File: src/rtl/whack_pkg.sv
// Shared definitions for the whack-a-mole round controller: FSM state
// encoding, LFSR seed/taps and the round-interval table constants.
package whack_pkg;

  typedef enum logic [2:0] {
    ST_IDLE,
    ST_ARM,
    ST_WAIT,
    ST_HIT,
    ST_MISS,
    ST_OVER
  } whack_state_t;

  // 8-bit Fibonacci LFSR, taps 8,6,5,4 -> bits 7,5,4,3 of the register.
  localparam logic [7:0] LFSR_SEED = 8'hA5;
  localparam logic [7:0] LFSR_TAPS = 8'hB8;

  // Round interval: starts at the base and shortens by one every
  // 2**INTERVAL_SHIFT hits, never below the floor.
  localparam int INTERVAL_BASE  = 7;
  localparam int INTERVAL_FLOOR = 1;
  localparam int INTERVAL_SHIFT = 2;

  function automatic logic [2:0] interval_for(input logic [7:0] score_val);
    logic [7:0] step;
    step = score_val >> INTERVAL_SHIFT;
    if (step > 8'(INTERVAL_BASE - INTERVAL_FLOOR))
      step = 8'(INTERVAL_BASE - INTERVAL_FLOOR);
    return 3'(8'(INTERVAL_BASE) - step);
  endfunction

endpackage

File: src/rtl/whack_lfsr.sv
// Free-running 8-bit Fibonacci LFSR used to pick the mole hole.
// Only the low two bits leave the block; the seed is loaded on reset.
module whack_lfsr
  import whack_pkg::*;
(
  input  logic       clk,
  input  logic       rst,
  input  logic       en,
  input  logic [7:0] seed,
  output logic [1:0] pick
);

  logic [7:0] q;
  logic       fb;

  // XOR of the tapped bits feeds the LSB; a nonzero seed keeps it out of lockup
  always_comb begin
    fb = ^(q & LFSR_TAPS);
  end

  // shift left every enabled cycle
  always_ff @(posedge clk or posedge rst) begin
    if (rst)
      q <= seed;
    else if (en)
      q <= {q[6:0], fb};
  end

  assign pick = q[1:0];

endmodule

File: src/rtl/whack_round_ctrl.sv
// Whack-a-mole round controller: arms the interval timer, shows one mole
// per round, scores hits and ends the game at the score ceiling.
// Optional macro WHACK_LIVES_EN adds a lives counter; misses then cost a
// life and the game ends when none remain.
//
// state | meaning
// IDLE  | after reset, waiting for start
// ARM   | one cycle, timer load pulse, mole hole chosen
// WAIT  | mole shown, waiting for a press or the timer
// HIT   | one cycle, score update
// MISS  | one cycle, life update (when enabled)
// OVER  | game finished, waiting for start
module whack_round_ctrl
  import whack_pkg::*;
#(
  parameter int NUM_HOLES  = 4,
  parameter int SCORE_MAX  = 99,
  parameter int LIVES_INIT = 3
) (
  input  logic                 clk,
  input  logic                 rst,
  input  logic                 start,
  input  logic [NUM_HOLES-1:0] hit_btn,
  input  logic                 timeout,
  output logic                 tmr_load,
  output logic [2:0]           tmr_interval,
  output logic                 tmr_dir,
  output logic [NUM_HOLES-1:0] mole,
  output logic [7:0]           score,
  output logic [1:0]           lives,
  output logic                 busy,
  output logic                 game_over
);

  localparam int IDX_W = (NUM_HOLES > 1) ? $clog2(NUM_HOLES) : 1;

  whack_state_t         state;
  logic [1:0]           lfsr_pick;
  logic [IDX_W-1:0]     prev_hole;
  logic [IDX_W-1:0]     next_idx;
  logic [31:0]          raw_idx;
  logic [NUM_HOLES-1:0] next_onehot;
  logic [7:0]           score_inc;
  logic                 hit_ok;
  logic                 miss_ev;

  whack_lfsr u_lfsr (
    .clk  (clk),
    .rst  (rst),
    .en   (1'b1),
    .seed (LFSR_SEED),
    .pick (lfsr_pick)
  );

  assign tmr_dir = 1'b0;

  // hole pick: LFSR bits mod holes, bumped by one if it repeats the last hole
  always_comb begin
    raw_idx = {30'd0, lfsr_pick} % 32'(NUM_HOLES);
    if (raw_idx == 32'(prev_hole))
      raw_idx = (raw_idx + 32'd1) % 32'(NUM_HOLES);
    next_idx    = IDX_W'(raw_idx);
    next_onehot = '0;
    for (int i = 0; i < NUM_HOLES; i++)
      if (32'(i) == raw_idx)
        next_onehot[i] = 1'b1;
  end

  // round outcome decode; a matching bit wins over wrong bits and timeout
  always_comb begin
    hit_ok    = |(hit_btn & mole);
    miss_ev   = (|hit_btn) | timeout;
    score_inc = (score >= 8'(SCORE_MAX)) ? score : score + 8'd1;
  end

`ifdef WHACK_LIVES_EN
  logic [1:0] lives_q;
  assign lives = lives_q;
`else
  assign lives = 2'(LIVES_INIT);
`endif

  // round sequencer with registered outputs
  always_ff @(posedge clk or posedge rst) begin
    if (rst) begin
      state        <= ST_IDLE;
      mole         <= '0;
      score        <= 8'd0;
      tmr_load     <= 1'b0;
      tmr_interval <= 3'(INTERVAL_BASE);
      busy         <= 1'b0;
      game_over    <= 1'b0;
      prev_hole    <= '0;
`ifdef WHACK_LIVES_EN
      lives_q      <= 2'(LIVES_INIT);
`endif
    end else begin
      tmr_load <= 1'b0;
      case (state)
        ST_IDLE, ST_OVER: begin
          if (start) begin
            state        <= ST_ARM;
            score        <= 8'd0;
            tmr_load     <= 1'b1;
            tmr_interval <= interval_for(8'd0);
            busy         <= 1'b1;
            game_over    <= 1'b0;
`ifdef WHACK_LIVES_EN
            lives_q      <= 2'(LIVES_INIT);
`endif
          end
        end
        ST_ARM: begin
          mole      <= next_onehot;
          prev_hole <= next_idx;
          state     <= ST_WAIT;
        end
        ST_WAIT: begin
          if (hit_ok) begin
            mole  <= '0;
            state <= ST_HIT;
          end else if (miss_ev) begin
            mole  <= '0;
            state <= ST_MISS;
          end
        end
        ST_HIT: begin
          score <= score_inc;
          if (score_inc == 8'(SCORE_MAX)) begin
            state     <= ST_OVER;
            busy      <= 1'b0;
            game_over <= 1'b1;
          end else begin
            state        <= ST_ARM;
            tmr_load     <= 1'b1;
            tmr_interval <= interval_for(score_inc);
          end
        end
        ST_MISS: begin
`ifdef WHACK_LIVES_EN
          if (lives_q <= 2'd1) begin
            lives_q   <= 2'd0;
            state     <= ST_OVER;
            busy      <= 1'b0;
            game_over <= 1'b1;
          end else begin
            lives_q      <= lives_q - 2'd1;
            state        <= ST_ARM;
            tmr_load     <= 1'b1;
            tmr_interval <= interval_for(score);
          end
`else
          state        <= ST_ARM;
          tmr_load     <= 1'b1;
          tmr_interval <= interval_for(score);
`endif
        end
        default: begin
          state <= ST_IDLE;
          mole  <= '0;
          busy  <= 1'b0;
        end
      endcase
    end
  end

endmodule

File: config.mk
export PLATFORM = sky130hd
export DESIGN_NAME = whack_round_ctrl
export DESIGN_NICKNAME = d
export VERILOG_FILES = /design/src/rtl/whack_pkg.sv /design/src/rtl/whack_lfsr.sv /design/src/rtl/whack_round_ctrl.sv
export SDC_FILE = /design/constraint.sdc
export NUM_CORES = 1
export LEC_CHECK = 0
export ABC_AREA = 1
export CAP_MARGIN = 0
export CORE_UTILIZATION = 46
export DETAILED_ROUTE_END_ITERATION = 7
export PLACE_DENSITY = 0.77
export SLEW_MARGIN = 5
export SYNTH_ARGS = -nofsm -noshare
export SYNTH_HDL_FRONTEND = slang
export SYNTH_SLANG_ARGS = --single-unit
File: constraint.sdc
create_clock -name clk -period 2.3 [get_ports clk]
set_input_delay 0.345 -clock clk [delete_from_list [all_inputs] [get_ports clk]]
set_output_delay 0.345 -clock clk [all_outputs]
set_load 0.1 [all_outputs]
==> out/metrics.yaml, run 1 <==
outcome: "completed"
path_cells: "ha_1 -> nor2_4 -> nand4_4 -> nand2_4 -> nand2_1 -> nand2_1 -> nand2_1 -> nor2_4 -> nand3_2 -> nand2_4 -> inv_4 -> nand2_1 -> nand2_1"
cpPeakStageDelay_ps: 440
synth_area_sq_um: 1750
wl_met3_microns: 124
layout-drive-gt1-share_pct: 27.9
wl_per_cell_microns: 11.5
clk_path_buf_depth: 2
post-route-drc-count: 0
post_cts_buffers: 0
fin_worst_skew_ps: 9.55
cts_made_buffers: 5
dieArea_sq_um: 4060
die-width_microns: 63.7
setup_slack_ps: 406
pin_count: 29
path_class: "register to register"
synthCells: 218
wirelength_microns: 3440
cp.arrival_ps: 2110
cts_root_buf: "clkbuf_8"
n_fill_cell: 337
core-area_sq_um: 3660
tns_ps: 0
cts_resized: 0
ctsHoldBuffers: 0
routed_via_density: 4.98
grt_pass1_vias: 1317
start_util_pct: 47.8
end_kind: "register"
finalSetupViolCount: 0
cp_top_family: "simple AND/OR/NAND/NOR gates"
slew_headroom_pct: 64.4
n_antenna_cell: 0
wl_met2_microns: 1660
synthTopCellsByArea: "dfrtp_1 34%, nand2_1 12%, dfstp_2 11%"
dr.pass1.iters: 4
maxCapViolCount: 0
ys_ff_latch: 31
syn_area_per_cell_sq_um: 8.04
layout_commonest_cell: "nand2_1"
layout_min_cycle_time_ps: 1890
final_max_slew_viol_count: 0
finalCritPeriodShare_pct: 82.4
rows: 22
power_per_cell_area_nw_per_um2: 1320
crit_buf_inv: 1
instances_no_fill: 299
portBuffers: 25
grt_util_all_layers_pct: 18.8
yosys_warnings: 0
slowest_stage: "dfrtp_2"
worstMarginPinSlew_ps: 530
cts_tree: "yes"
synth_top_area_cell: "dfrtp_1"
clk_latency_ps: 290
antenna_found_initial: 0
htree_levels: 2
dr.max_layer_used: "met4"
hold_viol_final: 0
antenna_left: 0
initialDrtViolationCount: 61
gr-total-overflow: 0
required_ps: 2510
grt_pass1_wl_microns: 5750
layout.cells.most_common_list: "54 x nand2_1, 28 x inv_1, 22 x dfrtp_1"
num_vias: 1488
areaGrowthSynthToFinish_pct: 21.8
clock-sinks: 31
cellLeakagePower_nw: 1.10
seq_area_frac_synth_pct: 44.8
rsz0062_at_grt: "false"
cp_max_fo: 6
num-nets-final: 259
die_y_microns: 63.7
synth.top_cell.area_share_pct: 34.3
wl_met1_microns: 1610
worstSetupStartpointType: "register"
hold_path_class: "register to register"
max_freq_mhz: 528
peakVddDrop_uv: 594
clk_pin_slew_ps: 70
grt_max_degree: 32
dp_hpwl_microns: 2590
cpMostUsedCell: "nand2_1"
routabilityCongestion: 0.911
synthDistinctLibCells: 33
place_ws_ps: 432
post-place-cells: 291
## worst register-to-register path: stages (launching register included)
cell	delay, ps
dfrtp_2	440
ha_1	260
nor2_4	120
nand4_4	130
nand2_4	130
nand2_1	70
nand2_1	80
nand2_1	90
nor2_4	100
nand3_2	140
nand2_4	120
inv_4	40
nand2_1	50
nand2_1	50
## cells by family (layout without fill, tap and decap cells)
logic type                 after synthesis  in the layout  share of synthesized area, %
and+or+nand+nor                        112            112                          32.9
AOI/OAI and AO/OA                       28             28                          9.29
DFF                                     31             31                          44.8
other                                    2              3                         0.429
xor gates and xnor gates                 5              5                          2.50
buffers and inverters                   39             71                          9.36
adders and majority gates                1              1                         0.714
## synthesized netlist by cell type
library cell  number
nand2_1           54
inv_1             28
dfrtp_1           24
nand3_1           17
o21ai_0           14
nor2_1            11
nand2_2           10
dfstp_2            7
o22ai_1            6
inv_2              5
nor3_1             5
a21oi_1            3
buf_4              3
nand2_4            3
nor2_4             3
xnor2_1            3
conb_1             2
inv_4              2
nand3_2            2
nor2_2             2
xor2_1             2
a21oi_2            1
a221oi_1           1
a31oi_1            1
clkinv_2           1
ha_1               1
nand4_1            1
nand4_4            1
nor3_2             1
nor3_4             1
nor4_1             1
o21ai_2            1
o21bai_1           1
## stage by stage
stage / instance area (sq um) / power [mW] / hold slack, ps / utilization (%)
after floorplan: 1760 / 2.00 / 333 / -
after global placement: 2020 / 2.28 / 336 / 55.1
after detailed placement: 2020 / 2.28 / 345 / 55.1
after CTS: 2130 / 2.85 / 356 / 58.3
after global routing: 2130 / 3.00 / 372 / 58.3
final: 2130 / 2.82 / 352 / 58.3
## sequential cells by signal (all words and copies together) (netlist names)
| register | count |
|---|---|
| state | 3 |
| score | 8 |
| mole | 4 |
| u_lfsr.q | 8 |
| game_over | 1 |
| tmr_load | 1 |
| busy | 1 |
| tmr_interval | 3 |
| prev_hole | 2 |
## layer usage
layer / GRT usage (%) / vias to the layer above
met2: 32.0 / 29
met5: 0 / -
met1: 22.5 / 699
met3: 5.07 / 6
li1: - / 754
met4: 6.82 / 0
## power breakdown
| group | switching, mW | internal (mW) | total [mW] |
|---|---|---|---|
| registers | 0.0956 | 0.682 | 0.778 |
| clock network | 0.204 | 0.350 | 0.554 |
| logic | 1.11 | 0.380 | 1.49 |
| total | 1.41 | 1.41 | 2.82 |
## final timing paths
check                                 startpoint                           to  slack, ps  cells past startpoint
setup reg to reg            score[0]$_DFFE_PP0P_  tmr_interval[2]$_DFFE_PP1P_        410                     13
hold reg to reg            u_lfsr.q[6]$_DFF_PP0_        u_lfsr.q[7]$_DFF_PP1_        350                      0
max in group asynchronous                    rst  tmr_interval[1]$_DFFE_PP1P_       1540                      3
setup / recovery            score[0]$_DFFE_PP0P_  tmr_interval[2]$_DFFE_PP1P_        410                     13
hold / removal             u_lfsr.q[6]$_DFF_PP0_        u_lfsr.q[7]$_DFF_PP1_        350                      0
min in group asynchronous                    rst         score[5]$_DFFE_PP0P_        430                      3
## cell type report
class	count	area, sq um	area share (%)
Clock buffer	6	82.6	3.87
Timing Repair Buffer	27	220	10.3
Sequential cell	31	787	36.9
Clock inverter	2	35.0	1.64
Tap cell	48	60.1	2.82
Multi-Input combinational cell	149	807	37.8
Inverter	36	141	6.63
(Power assumes the default switching activity.)
==> run 2: changes to the inputs <==
==> constraint.sdc (replaced) <==
create_clock -name clk -period 1.75 [get_ports clk]
set_input_delay 0.2625 -clock clk [delete_from_list [all_inputs] [get_ports clk]]
set_output_delay 0.2625 -clock clk [all_outputs]
set_load 0.1 [all_outputs]
==> run 2 against run 1 <==
The run now ends with setup timing left. Setup slack got worse by 460 ps. Cell area increased by 16%. Combinational power increased by 60%. Wire length increased by 13%. Sequential power increased by 38%. Hold slack improved by 11 ps. Clock power increased by 24%. Sequential share of layout area decreased by 4.7 points. Clock skew decreased by 1.8 ps. Cell count increased by 3.0%. Highest routed layer unchanged.
==> out/metrics.yaml, run 2 (same netlist as run 1, synthesis figures left out) <==
cp_max_fo: 6  # unchanged
finalSetupViolCount: 6  # was 0
hold_viol_final: 0  # unchanged
instances_no_fill: 308  # was 299
post-route-util_pct: 67.8  # was 58.3%
outcome: "finished with violations"  # was completed
pin_count: 29  # unchanged
post-place-cells: 296  # was 291
initialDrtViolationCount: 62  # was 61
antenna_left: 0  # unchanged
portBuffers: 25  # unchanged
wl_per_cell_microns: 12.7  # was 11.5 microns
power_per_cell_area_nw_per_um2: 1660  # was 1320 nW/um^2
post-route-cell-area_sq_um: 2480  # was 2130 sq um
htree_levels: 2  # unchanged
layout-drive-gt1-share_pct: 35.4  # was 27.9%
regToRegStartpoint: "score[0]$_DFFE_PP0P_"  # unchanged
cp_top_family: "simple AND/OR/NAND/NOR gates"  # unchanged
routed_via_density: 5.12  # was 4.98
worstSetupStartpointType: "register"  # unchanged
slowest_stage: "dfrtp_4"  # was dfrtp_2
num_vias: 1578  # was 1488
routabilityCongestion: 0.927  # was 0.911
die_y_microns: 63.7  # unchanged
grt_pass1_vias: 1455  # was 1317
rows: 22  # unchanged
gr-total-overflow: 0  # unchanged
cts_root_buf: "clkbuf_8"  # unchanged
antenna_found_initial: 0  # unchanged
required_ps: 1960  # was 2510 ps
path_cells: "ha_4 -> nor2_4 -> nand4_4 -> nand2_4 -> nand2_1 -> nand2_2 -> nand2_2 -> nor2_4 -> nand3_4 -> nand2_4 -> inv_4 -> nand2_1 -> nand2_1"  # was ha_1 -> nor2_4 -> nand4_4 -> nand2_4 -> nand2_1 -> nand2_1 -> nand2_1 -> nor2_4 -> nand3_2 -> nand2_4 -> inv_4 -> nand2_1 -> nand2_1
start_util_pct: 47.8  # unchanged
core-area_sq_um: 3660  # unchanged
grt_util_all_layers_pct: 21.3  # was 18.8%
cpPeakStageDelay_ps: 490  # was 440 ps
tns_ps: -220  # was 0 ps
post-route-drc-count: 0  # unchanged
clock-sinks: 31  # unchanged
clk_path_buf_depth: 2  # unchanged
final_max_slew_viol_count: 0  # unchanged
ctsHoldBuffers: 0  # unchanged
cts_tree: "yes"  # unchanged
r2r_end: "tmr_interval[1]$_DFFE_PP1P_"  # was tmr_interval[2]$_DFFE_PP1P_
layout.cells.most_common_list: "50 x nand2_1, 28 x inv_1, 18 x buf_12"  # was 54 x nand2_1, 28 x inv_1, 22 x dfrtp_1
die-width_microns: 63.7  # unchanged
finalCritPeriodShare_pct: 103  # was 82.4%
grt_max_degree: 32  # unchanged
violations: "setup timing"
max_freq_mhz: 553  # was 528 MHz
setup_slack_ps: -57.8  # was 406 ps
r2r_slack_ps: -60  # was 410 ps
maxCapViolCount: 0  # unchanged
num-nets-final: 268  # was 259
dp_hpwl_microns: 2780  # was 2590 microns
layout_commonest_cell: "nand2_1"  # unchanged
n_antenna_cell: 0  # unchanged
peakVddDrop_uv: 1100  # was 594 uV
end_kind: "register"  # unchanged
dpl-instance-area_sq_um: 2310  # was 2020 sq um
crit_buf_inv: 1  # unchanged
cp.arrival_ps: 2020  # was 2110 ps
clk_latency_ps: 290  # about the same
areaGrowthSynthToFinish_pct: 41.8  # was 21.8%
fin_worst_skew_ps: 7.72  # was 9.55 ps
dr.pass1.iters: 4  # unchanged
clk_pin_slew_ps: 70  # about the same
wirelength_microns: 3910  # was 3440 microns
reg2regPathDepth: 13  # unchanged
top_regs: "score (8), u_lfsr.q (8), mole (4)"  # unchanged
rsz0062_at_grt: "true"  # was false
grt_pass1_wl_microns: 6410  # was 5750 microns
layout_min_cycle_time_ps: 1810  # was 1890 ps
dieArea_sq_um: 4060  # unchanged
cpMostUsedCell: "nand2_1"  # unchanged
path_class: "register to register"  # unchanged
cellLeakagePower_nw: 1.19  # was 1.10 nW
n_fill_cell: 274  # was 337
hold_path_class: "input pin to asynchronous set/reset pin"  # was register to register
cts_made_buffers: 5  # unchanged
## run 2: worst max path at each step
stage	depth (start not counted)	slack, ps	endpoint	startpoint
after floorplan	13	-130	busy$_DFFE_PP0P_	score[0]$_DFFE_PP0P_
after global placement	13	20	tmr_interval[2]$_DFFE_PP1P_	score[0]$_DFFE_PP0P_
after detailed placement	13	-50	tmr_interval[1]$_DFFE_PP1P_	score[0]$_DFFE_PP0P_
after CTS	13	-40	tmr_interval[1]$_DFFE_PP1P_	score[0]$_DFFE_PP0P_
after global routing	13	-160	tmr_interval[2]$_DFFE_PP1P_	score[0]$_DFFE_PP0P_
final	13	-60	tmr_interval[1]$_DFFE_PP1P_	score[0]$_DFFE_PP0P_
## run 2: layer usage
layer	track usage, %	up-vias	wire, microns
li1	-	772	-
met1	25.5	747	1580
met2	35.6	51	2100
met3	4.35	8	178
met4	11.6	0	51
met5	0	-	0
## run 2: tightest hold or removal path: stages
cell and delay, ps:
clkdlybuf4s50_1 410, inv_1 60, buf_4 340
## run 2: area by class of cell
class / count / area, sq um / share of cell area, %
timing repair buffer: 36 / 513 / 20.7
clock buffer: 7 / 76.3 / 3.07
clock inverter: 1 / 30.0 / 1.21
tap: 48 / 60.1 / 2.42
multi-input combinational: 149 / 863 / 34.8
inverter: 36 / 141 / 5.69
sequential: 31 / 800 / 32.2
## run 2: repair_timing
| action | 4_1_cts | 5_1_grt |
|---|---|---|
| endpoints found under the setup margin | 6 | 7 |
| setup buffers | 2 | 2 |
| gates resized for setup | 3 | 7 |
| pin swaps | 2 | 1 |
## run 2: through the flow
| stage | hold WS (ps) | power (mW) | worst slack [ps] |
|---|---|---|---|
| 2_1_floorplan | 333 | 2.66 | -132 |
| 3_3_place_gp | 344 | 3.38 | 16.3 |
| 3_5_place_dp | 346 | 3.41 | -52.6 |
| 4_1_cts | 369 | 4.14 | -36.1 |
| 5_1_grt | 376 | 4.38 | -157 |
| 6_report | 363 | 4.13 | -57.8 |
## run 2: where the power goes
part / internal (mW) / switching, mW
registers: 0.907 / 0.159
clock network: 0.425 / 0.263
logic: 0.814 / 1.56
==> run 3: changes to the inputs <==
--- a/config.mk
+++ b/config.mk
@@ -7,6 +7,7 @@
 export LEC_CHECK = 0
 export ABC_AREA = 1
 export CAP_MARGIN = 0
+export CORE_MARGIN = 8
 export CORE_UTILIZATION = 46
 export DETAILED_ROUTE_END_ITERATION = 7
 export PLACE_DENSITY = 0.77
==> run 3 against run 2 <==
The run still ends with setup timing left. Sequential cell count unchanged. Sequential share of layout area down 0.42 points. Wire length up 7.7%. Critical path type unchanged. Highest routed layer unchanged.
==> out/metrics.yaml, run 3 (same netlist as run 1, synthesis figures left out) <==
die_y_microns: 77.7  # was 63.7 microns
cpPeakStageDelay_ps: 490  # about the same
antenna_left: 0  # unchanged
critical_path_depth: 14  # was 13
finalSetupViolCount: 7  # was 6
dp_hpwl_microns: 3120  # was 2780 microns
final_max_slew_viol_count: 0  # unchanged
cp_top_family: "simple AND/OR/NAND/NOR gates"  # unchanged
gr-total-overflow: 0  # unchanged
final-seq-area_sq_um: 800  # unchanged
cellLeakagePower_nw: 1.21  # was 1.19 nW
n_antenna_cell: 0  # unchanged
wl_per_cell_microns: 13.5  # was 12.7 microns
crit_buf_inv: 3  # was 1
portBuffers: 25  # unchanged
slowest_stage: "dfrtp_4"  # unchanged
areaGrowthSynthToFinish_pct: 43.6  # was 41.8%
clk_path_buf_depth: 2  # unchanged
n_fill_cell: 275  # was 274
ctsHoldBuffers: 0  # unchanged
instances_no_fill: 311  # was 308
violations: "setup timing"  # unchanged
hold_viol_final: 0  # unchanged
initialDrtViolationCount: 139  # was 62
peakVddDrop_uv: 1220  # was 1100 uV
rows: 22  # unchanged
outcome: "finished with violations"  # unchanged
clock-sinks: 31  # unchanged
rsz0062_at_grt: "true"  # unchanged
gr-usage-met1_pct: 15.7  # was 25.5%
path_cells: "ha_4 -> nor2_4 -> nand4_4 -> nand2_4 -> buf_4 -> buf_4 -> nand2_2 -> nand3_2 -> nor2_4 -> nand3_4 -> nand2_4 -> inv_4 -> nand2_1 -> nand2_1"  # was ha_4 -> nor2_4 -> nand4_4 -> nand2_4 -> nand2_1 -> nand2_2 -> nand2_2 -> nor2_4 -> nand3_4 -> nand2_4 -> inv_4 -> nand2_1 -> nand2_1
post-route-drc-count: 0  # unchanged
layout.cells.most_common_list: "47 x nand2_1, 28 x inv_1, 18 x buf_12"  # was 50 x nand2_1, 28 x inv_1, 18 x buf_12
core-area_sq_um: 3660  # unchanged
die-width_microns: 77.7  # was 63.7 microns
cts_tree: "yes"  # unchanged
r2r_slack_ps: -100  # was -60 ps
regToRegStartpoint: "score[1]$_DFFE_PP0P_"  # was score[0]$_DFFE_PP0P_
reg2regPathDepth: 14  # was 13
fin_worst_skew_ps: 5.29  # was 7.72 ps
post-place-cells: 296  # unchanged
cts_made_buffers: 5  # unchanged
clk_pin_slew_ps: 70  # about the same
layout_commonest_cell: "nand2_1"  # unchanged
setup.worst_path.start: "score[1]$_DFFE_PP0P_"  # was score[0]$_DFFE_PP0P_
layout-drive-gt1-share_pct: 37.6  # was 35.4%
setup_slack_ps: -104  # was -57.8 ps
grt_pass1_vias: 1611  # was 1455
worstSetupStartpointType: "register"  # unchanged
antenna_found_initial: 0  # unchanged
clk_latency_ps: 290  # about the same
top_usage_layer: "met2"  # unchanged
power_mw: 4.23  # was 4.13 mW
required_ps: 1980  # was 1960 ps
hold_path_class: "input pin to asynchronous set/reset pin"  # unchanged
max_freq_mhz: 539  # was 553 MHz
wirelength_microns: 4210  # was 3910 microns
use_met2_pct: 25.1  # was 35.6%
end_kind: "register"  # unchanged
routabilityCongestion: 0.876  # was 0.927
top_regs: "score (8), u_lfsr.q (8), mole (4)"  # unchanged
finalCritPeriodShare_pct: 106  # was 103%
multiInputGateArea_sq_um: 862  # was 863 sq um
routed_via_density: 5.04  # was 5.12
dieArea_sq_um: 6040  # was 4060 sq um
grt_util_all_layers_pct: 14.6  # was 21.3%
pin_count: 29  # unchanged
r2r_end: "tmr_interval[2]$_DFFE_PP1P_"  # was tmr_interval[1]$_DFFE_PP1P_
setup.worst_path.end: "tmr_interval[2]$_DFFE_PP1P_"  # was tmr_interval[1]$_DFFE_PP1P_
cp_max_fo: 6  # unchanged
power_per_cell_area_nw_per_um2: 1680  # was 1660 nW/um^2
htree_levels: 2  # unchanged
num_vias: 1567  # was 1578
path_class: "register to register"  # unchanged
num-nets-final: 271  # was 268
dr.pass1.iters: 4  # unchanged
grt_pass1_wl_microns: 7200  # was 6410 microns
maxCapViolCount: 0  # unchanged
grt_use_met3_pct: 4.95  # was 4.35%
cts_root_buf: "clkbuf_8"  # unchanged
grt_max_degree: 32  # unchanged
layout_min_cycle_time_ps: 1850  # was 1810 ps
cp.arrival_ps: 2090  # was 2020 ps
start_util_pct: 47.8  # unchanged
[run 3: cell types whose count changed in the layout (fill, tap and decap cells not counted), sizes merged]
cell	change
buf	+3
clkbuf	-1
clkinv	+1
[run 3: worst min-delay path by stage]
stage,startpoint,endpoint,slack [ps],cells past startpoint
after floorplan,u_lfsr.q[6]$_DFF_PP0_,u_lfsr.q[7]$_DFF_PP1_,330,0
after global placement,u_lfsr.q[6]$_DFF_PP0_,u_lfsr.q[7]$_DFF_PP1_,340,0
after detailed placement,u_lfsr.q[6]$_DFF_PP0_,u_lfsr.q[7]$_DFF_PP1_,350,0
after CTS,u_lfsr.q[6]$_DFF_PP0_,u_lfsr.q[7]$_DFF_PP1_,370,0
after global routing,u_lfsr.q[6]$_DFF_PP0_,u_lfsr.q[7]$_DFF_PP1_,380,0
final,rst,state[1]$_DFFE_PP0P_,360,3
[run 3: per-layer routing]
| layer | vias up | part of all wire (%) |
|---|---|---|
| met3 | 14 | 6.3 |
| met4 | 0 | 2.6 |
| met2 | 50 | 50 |
| li1 | 773 | - |
| met5 | - | 0 |
| met1 | 730 | 41 |
[run 3: timing repair]
item | CTS | global route
pin swaps | 3 | 10
setup endpoints to repair | 5 | 7
resized for setup | 2 | 8
setup buffers | 6 | 1
endpoints found under the hold margin | 0 | 0
[run 3: cell type report]
type | instances | area share [%]
well taps | 48 | 2.39
multi-input cells | 149 | 34.3
clock buffers | 6 | 3.28
repair buffers | 39 | 21.3
inverters | 36 | 5.62
clock inverters | 2 | 1.39
flip-flops and latches | 31 | 31.8
[run 3: worst reg2reg max path, stage by stage, from the launching register on]
cell and delay [ps]:
dfrtp_4 490, ha_4 180, nor2_4 130, nand4_4 120, nand2_4 130, buf_4 120
buf_4 100, nand2_2 60, nand3_2 80, nor2_4 60, nand3_4 100, nand2_4 80
inv_4 70, nand2_1 40, nand2_1 50
[run 3: report_power, final]
part	internal (mW)	switching, mW	total [mW]
clock network	0.460	0.278	0.738
logic	0.836	1.59	2.43
registers	0.907	0.160	1.07
total	2.20	2.03	4.23
[run 3: per-stage QoR]
step	TNS, ps	utilization [%]	hold slack [ps]	cell area (sq um)	setup slack (ps)
after floorplan	-725	-	333	1790	-132
after global placement	0	63.0	338	2310	9.07
after detailed placement	-79.0	63.0	345	2310	-37.5
after CTS	-80.4	67.8	368	2480	-29.2
after global routing	-1340	68.7	378	2520	-221
final	-556	68.7	358	2520	-104
